==> src/rtl/pc_sequencer_pkg.sv <==
// Shared types and defaults for the program-counter sequencer.
// Optional return stack is enabled by defining PC_STACK_EN.
package pc_pkg;

  localparam int PC_ADDR_W      = 8;
  localparam int PC_OFFS_W      = 8;
  localparam int PC_STACK_DEPTH = 4;

  typedef enum logic [2:0] {
    OP_HOLD,
    OP_UP,
    OP_RET,
    OP_CALL,
    OP_BRANCH,
    OP_LOAD,
    OP_CLEAR
  } pc_op_e;

  // Fixed-priority request decode: clear > load > branch > call > ret > up > hold.
  function automatic pc_op_e decode_op(input logic clear, input logic load,
                                       input logic branch, input logic call,
                                       input logic ret, input logic up);
    pc_op_e op;
    if (clear)       op = OP_CLEAR;
    else if (load)   op = OP_LOAD;
    else if (branch) op = OP_BRANCH;
    else if (call)   op = OP_CALL;
    else if (ret)    op = OP_RET;
    else if (up)     op = OP_UP;
    else             op = OP_HOLD;
    return op;
  endfunction

endpackage

==> src/rtl/pc_sequencer_stack.sv <==
// Return-address LIFO for the sequencer. Count is registered, so full/empty
// follow a push or pop by one edge. Overflowing pushes and underflowing pops
// are ignored here; the caller flags them.
module pc_stack #(
  parameter int W     = 8,
  parameter int DEPTH = 4
) (
  input  logic         clk,
  input  logic         reset_n,
  input  logic         clear,
  input  logic         push,
  input  logic         pop,
  input  logic [W-1:0] data_in,
  output logic [W-1:0] data_out,
  output logic         full,
  output logic         empty
);
  localparam int PTR_W = $clog2(DEPTH);
  localparam int CNT_W = PTR_W + 1;

  logic [CNT_W-1:0] count_q;
  logic [W-1:0]     mem_q [DEPTH];
  logic [PTR_W-1:0] wr_idx;
  logic [PTR_W-1:0] top_idx;
  logic             push_ok;
  logic             pop_ok;

  assign full    = (count_q == CNT_W'(DEPTH));
  assign empty   = (count_q == '0);
  assign push_ok = push && !full && !clear;
  assign pop_ok  = pop && !empty && !clear && !push;
  assign wr_idx  = count_q[PTR_W-1:0];
  assign top_idx = count_q[PTR_W-1:0] - PTR_W'(1);
  assign data_out = mem_q[top_idx];

  // Entry count: clear wins, then push, then pop.
  always_ff @(posedge clk or negedge reset_n) begin
    if (!reset_n) begin
      count_q <= '0;
    end else if (clear) begin
      count_q <= '0;
    end else if (push_ok) begin
      count_q <= count_q + CNT_W'(1);
    end else if (pop_ok) begin
      count_q <= count_q - CNT_W'(1);
    end
  end

  // Storage needs no reset; entries are only read while the count covers them.
  always_ff @(posedge clk) begin
    if (push_ok) begin
      mem_q[wr_idx] <= data_in;
    end
  end

endmodule

==> src/rtl/pc_sequencer.sv <==
// Program-counter sequencer: increment, absolute load, relative branch and,
// when PC_STACK_EN is defined, call/return through a small return stack.
// Without PC_STACK_EN, call and ret still win priority but act as hold.
module pc_sequencer
  import pc_pkg::*;
#(
  parameter int ADDR_W      = PC_ADDR_W,
  parameter int OFFS_W      = PC_OFFS_W,
  parameter int STACK_DEPTH = PC_STACK_DEPTH
) (
  input  logic              clk,
  input  logic              reset_n,
  input  logic              clear,
  input  logic              up,
  input  logic              load,
  input  logic [ADDR_W-1:0] load_addr,
  input  logic              branch,
  input  logic [OFFS_W-1:0] offset,
  input  logic              call,
  input  logic              ret,
  output logic [ADDR_W-1:0] address,
  output logic              wrapped,
  output logic              stack_full,
  output logic              stack_empty,
  output logic              stack_err
);

  if (ADDR_W < 2 || OFFS_W > ADDR_W || STACK_DEPTH < 2 ||
      (STACK_DEPTH & (STACK_DEPTH - 1)) != 0) begin : g_param_check
    $error("pc_sequencer: illegal parameter combination");
  end

  logic [ADDR_W-1:0] address_q;
  logic              wrapped_q;
  logic              stack_err_q;
  logic [ADDR_W-1:0] offs_ext;
  logic [ADDR_W-1:0] st_top;
  logic              st_full;
  logic              st_empty;
  pc_op_e            op;

  // Winning request for this cycle.
  always_comb begin
    op = decode_op(clear, load, branch, call, ret, up);
  end

  assign offs_ext = ADDR_W'($signed(offset));

`ifdef PC_STACK_EN
  localparam bit STACK_EN = 1'b1;

  pc_stack #(
    .W     (ADDR_W),
    .DEPTH (STACK_DEPTH)
  ) u_stack (
    .clk      (clk),
    .reset_n  (reset_n),
    .clear    (op == OP_CLEAR),
    .push     ((op == OP_CALL) && !st_full),
    .pop      ((op == OP_RET) && !st_empty),
    .data_in  (address_q + ADDR_W'(1)),
    .data_out (st_top),
    .full     (st_full),
    .empty    (st_empty)
  );
`else
  localparam bit STACK_EN = 1'b0;

  assign st_top   = '0;
  assign st_full  = 1'b0;
  assign st_empty = 1'b1;
`endif

  // Address update plus the one-cycle wrapped/stack_err pulses.
  always_ff @(posedge clk or negedge reset_n) begin
    if (!reset_n) begin
      address_q   <= '0;
      wrapped_q   <= 1'b0;
      stack_err_q <= 1'b0;
    end else begin
      wrapped_q   <= 1'b0;
      stack_err_q <= 1'b0;
      case (op)
        OP_CLEAR:  address_q <= '0;
        OP_LOAD:   address_q <= load_addr;
        OP_BRANCH: address_q <= address_q + offs_ext;
        OP_CALL: begin
          if (STACK_EN) begin
            if (st_full) stack_err_q <= 1'b1;
            else         address_q   <= load_addr;
          end
        end
        OP_RET: begin
          if (STACK_EN) begin
            if (st_empty) stack_err_q <= 1'b1;
            else          address_q   <= st_top;
          end
        end
        OP_UP: begin
          address_q <= address_q + ADDR_W'(1);
          wrapped_q <= &address_q;
        end
        default: ;
      endcase
    end
  end

  assign address     = address_q;
  assign wrapped     = wrapped_q;
  assign stack_err   = stack_err_q;
  assign stack_full  = st_full;
  assign stack_empty = st_empty;

endmodule

==> config.mk <==
export PLATFORM = sky130hd
export DESIGN_NAME = pc_sequencer
export DESIGN_NICKNAME = d
export VERILOG_FILES = /design/src/rtl/pc_sequencer_pkg.sv /design/src/rtl/pc_sequencer_stack.sv /design/src/rtl/pc_sequencer.sv
export SDC_FILE = /design/constraint.sdc
export NUM_CORES = 1
export LEC_CHECK = 0
export BUFFER_PORTS_ARGS = -buffer_cell sky130_fd_sc_hd__buf_2
export CELL_PAD_IN_SITES_DETAIL_PLACEMENT = 0
export CELL_PAD_IN_SITES_GLOBAL_PLACEMENT = 1
export CORE_ASPECT_RATIO = 0.8
export CORE_MARGIN = 3
export CORE_UTILIZATION = 30
export CTS_BUF_LIST = sky130_fd_sc_hd__clkbuf_16
export CTS_CLUSTER_DIAMETER = 150
export DETAILED_ROUTE_END_ITERATION = 6
export PLACE_DENSITY = 0.72
export SLEW_MARGIN = 20
export SYNTH_ARGS = -nofsm -noshare
export SYNTH_HDL_FRONTEND = slang
export SYNTH_SLANG_ARGS = --single-unit
==> constraint.sdc <==
create_clock -name clk -period 2.3 [get_ports clk]
set_clock_uncertainty 0.15 [all_clocks]
set_input_delay 0.46 -clock clk [delete_from_list [all_inputs] [get_ports clk]]
set_output_delay 0.46 -clock clk [all_outputs]
set_load 0.05 [all_outputs]
==> impl_metrics.env <==
export IMPL_power_frac_clock_pct=35.7
export IMPL_mostFrequentLayoutCell="buf_2"
export IMPL_chipHeight_um=54.4
export IMPL_slowest_delay_ns=0.35
export IMPL_antenna_found_initial=0
export IMPL_critPathKind="input port to flop"
export IMPL_p_sw_share_pct=33.5
export IMPL_dp_cells=180
export IMPL_fin_setup_tns_ns=-0.612
export IMPL_grt_pass1_wl_mm=4.68
export IMPL_core_area_mm2=0.00262
export IMPL_hold_depth=3
export IMPL_mostFrequentLayoutCells="31 x buf_2, 20 x buf_4, 9 x nor2_1, 9 x dfrtp_1, 6 x a21oi_1"
export IMPL_critPathBufInv=1
export IMPL_fill_cells=258
export IMPL_cp_top_family="simple AND/OR/NAND/NOR gates"
export IMPL_crit_path_max_fanout=5
export IMPL_yosys_warnings=0
export IMPL_first_global_vias=1025
export IMPL_grt_max_degree=16
export IMPL_max_slew_margin_rel_pct=56.0
export IMPL_cts_made_buffers=3
export IMPL_status="finished, violations left"
export IMPL_critical_path_required_ns=2.30
export IMPL_wl_mm=2.81
export IMPL_dpl_cell_area_mm2=0.00121
export IMPL_dp_slack_ns=-0.596
export IMPL_finalNonFillerCells=188
export IMPL_start_kind="input port"
export IMPL_worst_slack_ns=-0.209
export IMPL_gp_congestion=0.799
export IMPL_final_setup_viol_count=4
export IMPL_hold_violations=0
export IMPL_power_density_mw_per_mm2=576
export IMPL_hp_start="load_addr[2]"
export IMPL_clock_fmax_mhz=399
export IMPL_drcViolationCount=0
export IMPL_multi_input_area_um2=759
export IMPL_cts_sinks=9
export IMPL_port_buffers=32
export IMPL_cts_buffer_depth=2
export IMPL_syn_avg_cell_area_um2=8.98
export IMPL_tritoncts="done"
export IMPL_fp_dieW_um=66.5
export IMPL_leakage_nw=0.711
export IMPL_reg2reg_slack_ns=0.19
export IMPL_worst_ir_drop_vdd_uv=269
export IMPL_slowest_stage="fa_2"
export IMPL_hpwl_mm=2.14
export IMPL_final_area_mm2=0.00147
export IMPL_clk_pin_slew_ns=0.04
export IMPL_hold_path_end="address[2]"
export IMPL_worstReg2RegStart="address[0]"
export IMPL_p_sw_mw=0.284
export IMPL_min_period_ns=2.51
export IMPL_ys_ff_latch=9
export IMPL_syn_area_um2=880
export IMPL_ff2ff_path_depth=7
export IMPL_maxSlewViolCount=0
export IMPL_share_comb_of_total_power_pct=41.6
export IMPL_drtAntennaViolNets=0
export IMPL_fin_crit_sh_pct=109
export IMPL_track_usage_pct=17.7
export IMPL_drive_above_1_share_pct=59.2
export IMPL_critPathCaptureType="flop"
export IMPL_avgViaCountPerCell=5.11
export IMPL_worstPathArrival_ns=2.51
export IMPL_p_seq_share_pct=22.8
export IMPL_worstSkewPairLatency_ns=0.23
export IMPL_cpMostUsedCell="a211oi_2"
export IMPL_p_int_mw=0.564
export IMPL_num_vias=960
export IMPL_die_area_mm2=0.00362
export IMPL_worstMarginPinSlew_ns=0.657
export IMPL_syn_inst=98
export IMPL_rsz0062_at_grt="true"
export IMPL_grt_overflow_total=0
export IMPL_seq_area_frac_synth_pct=25.6
export IMPL_synthDistinctLibCells=39
export IMPL_initial_core_util_pct=33.5
export IMPL_crit_chain="buf_6 > nor3b_4 > nand2_2 > or2b_1 > ha_4 > fa_2 > a21o_1 > a211oi_2 > nor2_1 > mux2_4 > a211oi_2"
export IMPL_cts_root_buffer="clkbuf_16"
export IMPL_htree_num_levels=1
export IMPL_hold_worst_slack_ns=0.320
export IMPL_final_nets=185
export IMPL_violations="setup timing"
export IMPL_min_path_type="input port to flop"
export IMPL_diodes=0
export IMPL_syn_to_final_growth_pct=67.4
export IMPL_drtIter0Drc=18
export IMPL_reg2reg_to="address[6]"
export IMPL_pin_count=36
export IMPL_cap_violations=0
export IMPL_detail_route_wl_per_cell_um=14.9
export IMPL_regArea_um2=225
export IMPL_drt_pass1_iter_count=2
export IMPL_rows=16
## power groups by stage
stage               Sequential [mW]  Combinational (mW)  Clock, mW
floorplan                     0.231               0.157          0
global placement              0.192               0.286          0
detailed placement            0.192               0.291          0
CTS                           0.192               0.335      0.306
global route                  0.194               0.384      0.313
finish                        0.193               0.353      0.303
## Yosys cell counts, drive strengths merged
library cell / n / area share [%]
nor3: 5 / 4.1
xnor2: 2 / 2.0
a221oi: 2 / 2.0
mux2i: 2 / 2.3
o21ai: 5 / 2.8
ha: 7 / 10
inv: 4 / 1.7
o21bai: 1 / 0.85
clkbuf: 2 / 0.85
a31oi: 1 / 0.71
nor3b: 1 / 2.1
mux2: 4 / 5.1
a22oi: 1 / 0.85
or2b: 1 / 0.85
buf: 4 / 3.8
dfrtp: 9 / 26
a21oi: 6 / 3.4
a21o: 3 / 2.6
or2: 1 / 0.71
nand2: 3 / 1.6
nor2: 10 / 4.3
a211o: 1 / 1.0
nand4: 2 / 1.4
o31a: 2 / 2.0
a211oi: 5 / 4.8
and2: 6 / 4.3
or3: 1 / 0.71
fa: 1 / 2.3
and4: 1 / 1.3
nor4: 2 / 2.1
conb: 2 / 0.85
a311oi: 1 / 1.0
## worst max path at each step
| stage | from | slack, ns | end | cells after the start |
|---|---|---|---|---|
| 2_1_floorplan | load | -0.36 | address[6] | 11 |
| 3_3_place_gp | ret | -0.53 | address[7] | 11 |
| 3_5_place_dp | ret | -0.60 | address[7] | 11 |
| 4_1_cts | call | -0.21 | address[7] | 11 |
| 5_1_grt | up | -0.32 | address[6] | 11 |
| 6_report | up | -0.21 | address[6] | 11 |
## area by class of cell
class,count,share of cell area [%]
Timing Repair Buffer,55,23.7
Inverter,4,1.02
Clock inverter,1,0.255
Tap cell,36,3.06
Clock buffer,3,5.10
Sequential cell,9,15.3
Multi-Input combinational cell,80,51.6
## per-layer routing
metal	track usage, %	part of all wire, %
met1	21.6	45
met4	6.08	1.8
met2	29.4	46
met5	0	0
met3	5.75	6.8
## through the flow
| stage | utilization, % | power, mW |
|---|---|---|
| after floorplan | - | 0.388 |
| final | 56.2 | 0.848 |
| after global routing | 56.2 | 0.892 |
| after detailed placement | 46.3 | 0.483 |
| after CTS | 54.2 | 0.833 |
| after global placement | 46.3 | 0.478 |
## timing repair
| action | in CTS | in global routing |
|---|---|---|
| resized for setup | 23 | 7 |
| pin swaps | 14 | 11 |
| buffers inserted | 1 | 2 |
| hold buffers | 1 | 0 |
| endpoints found under the hold margin | 9 | 0 |
| setup endpoints to repair | 5 | 6 |
## kinds of logic (layout without fill, tap and decap cells)
kind of cell	after synthesis	in the layout	share of synthesized area, %
buffers and inverters	10	63	6.40
AOI/OAI and AO/OA	28	28	22.0
xor gates and xnor gates	2	2	1.99
other	2	3	0.854
adders and majority gates	8	8	12.2
and+or+nand+nor	33	33	23.5
DFF	9	9	25.6
muxes	6	6	7.40
## flip-flops by register name, indices dropped and copies added (netlist names)
| name | count |
|---|---|
| wrapped | 1 |
| address | 8 |
## worst reg2reg max path: stages (launching register included)
cell,delay [ns]
dfrtp_1,0.42
ha_4,0.20
fa_2,0.35
a21o_1,0.18
a211oi_2,0.17
nor2_1,0.08
mux2_4,0.30
a211oi_2,0.17
No activity file was read; power rests on OpenSTA's default activity.
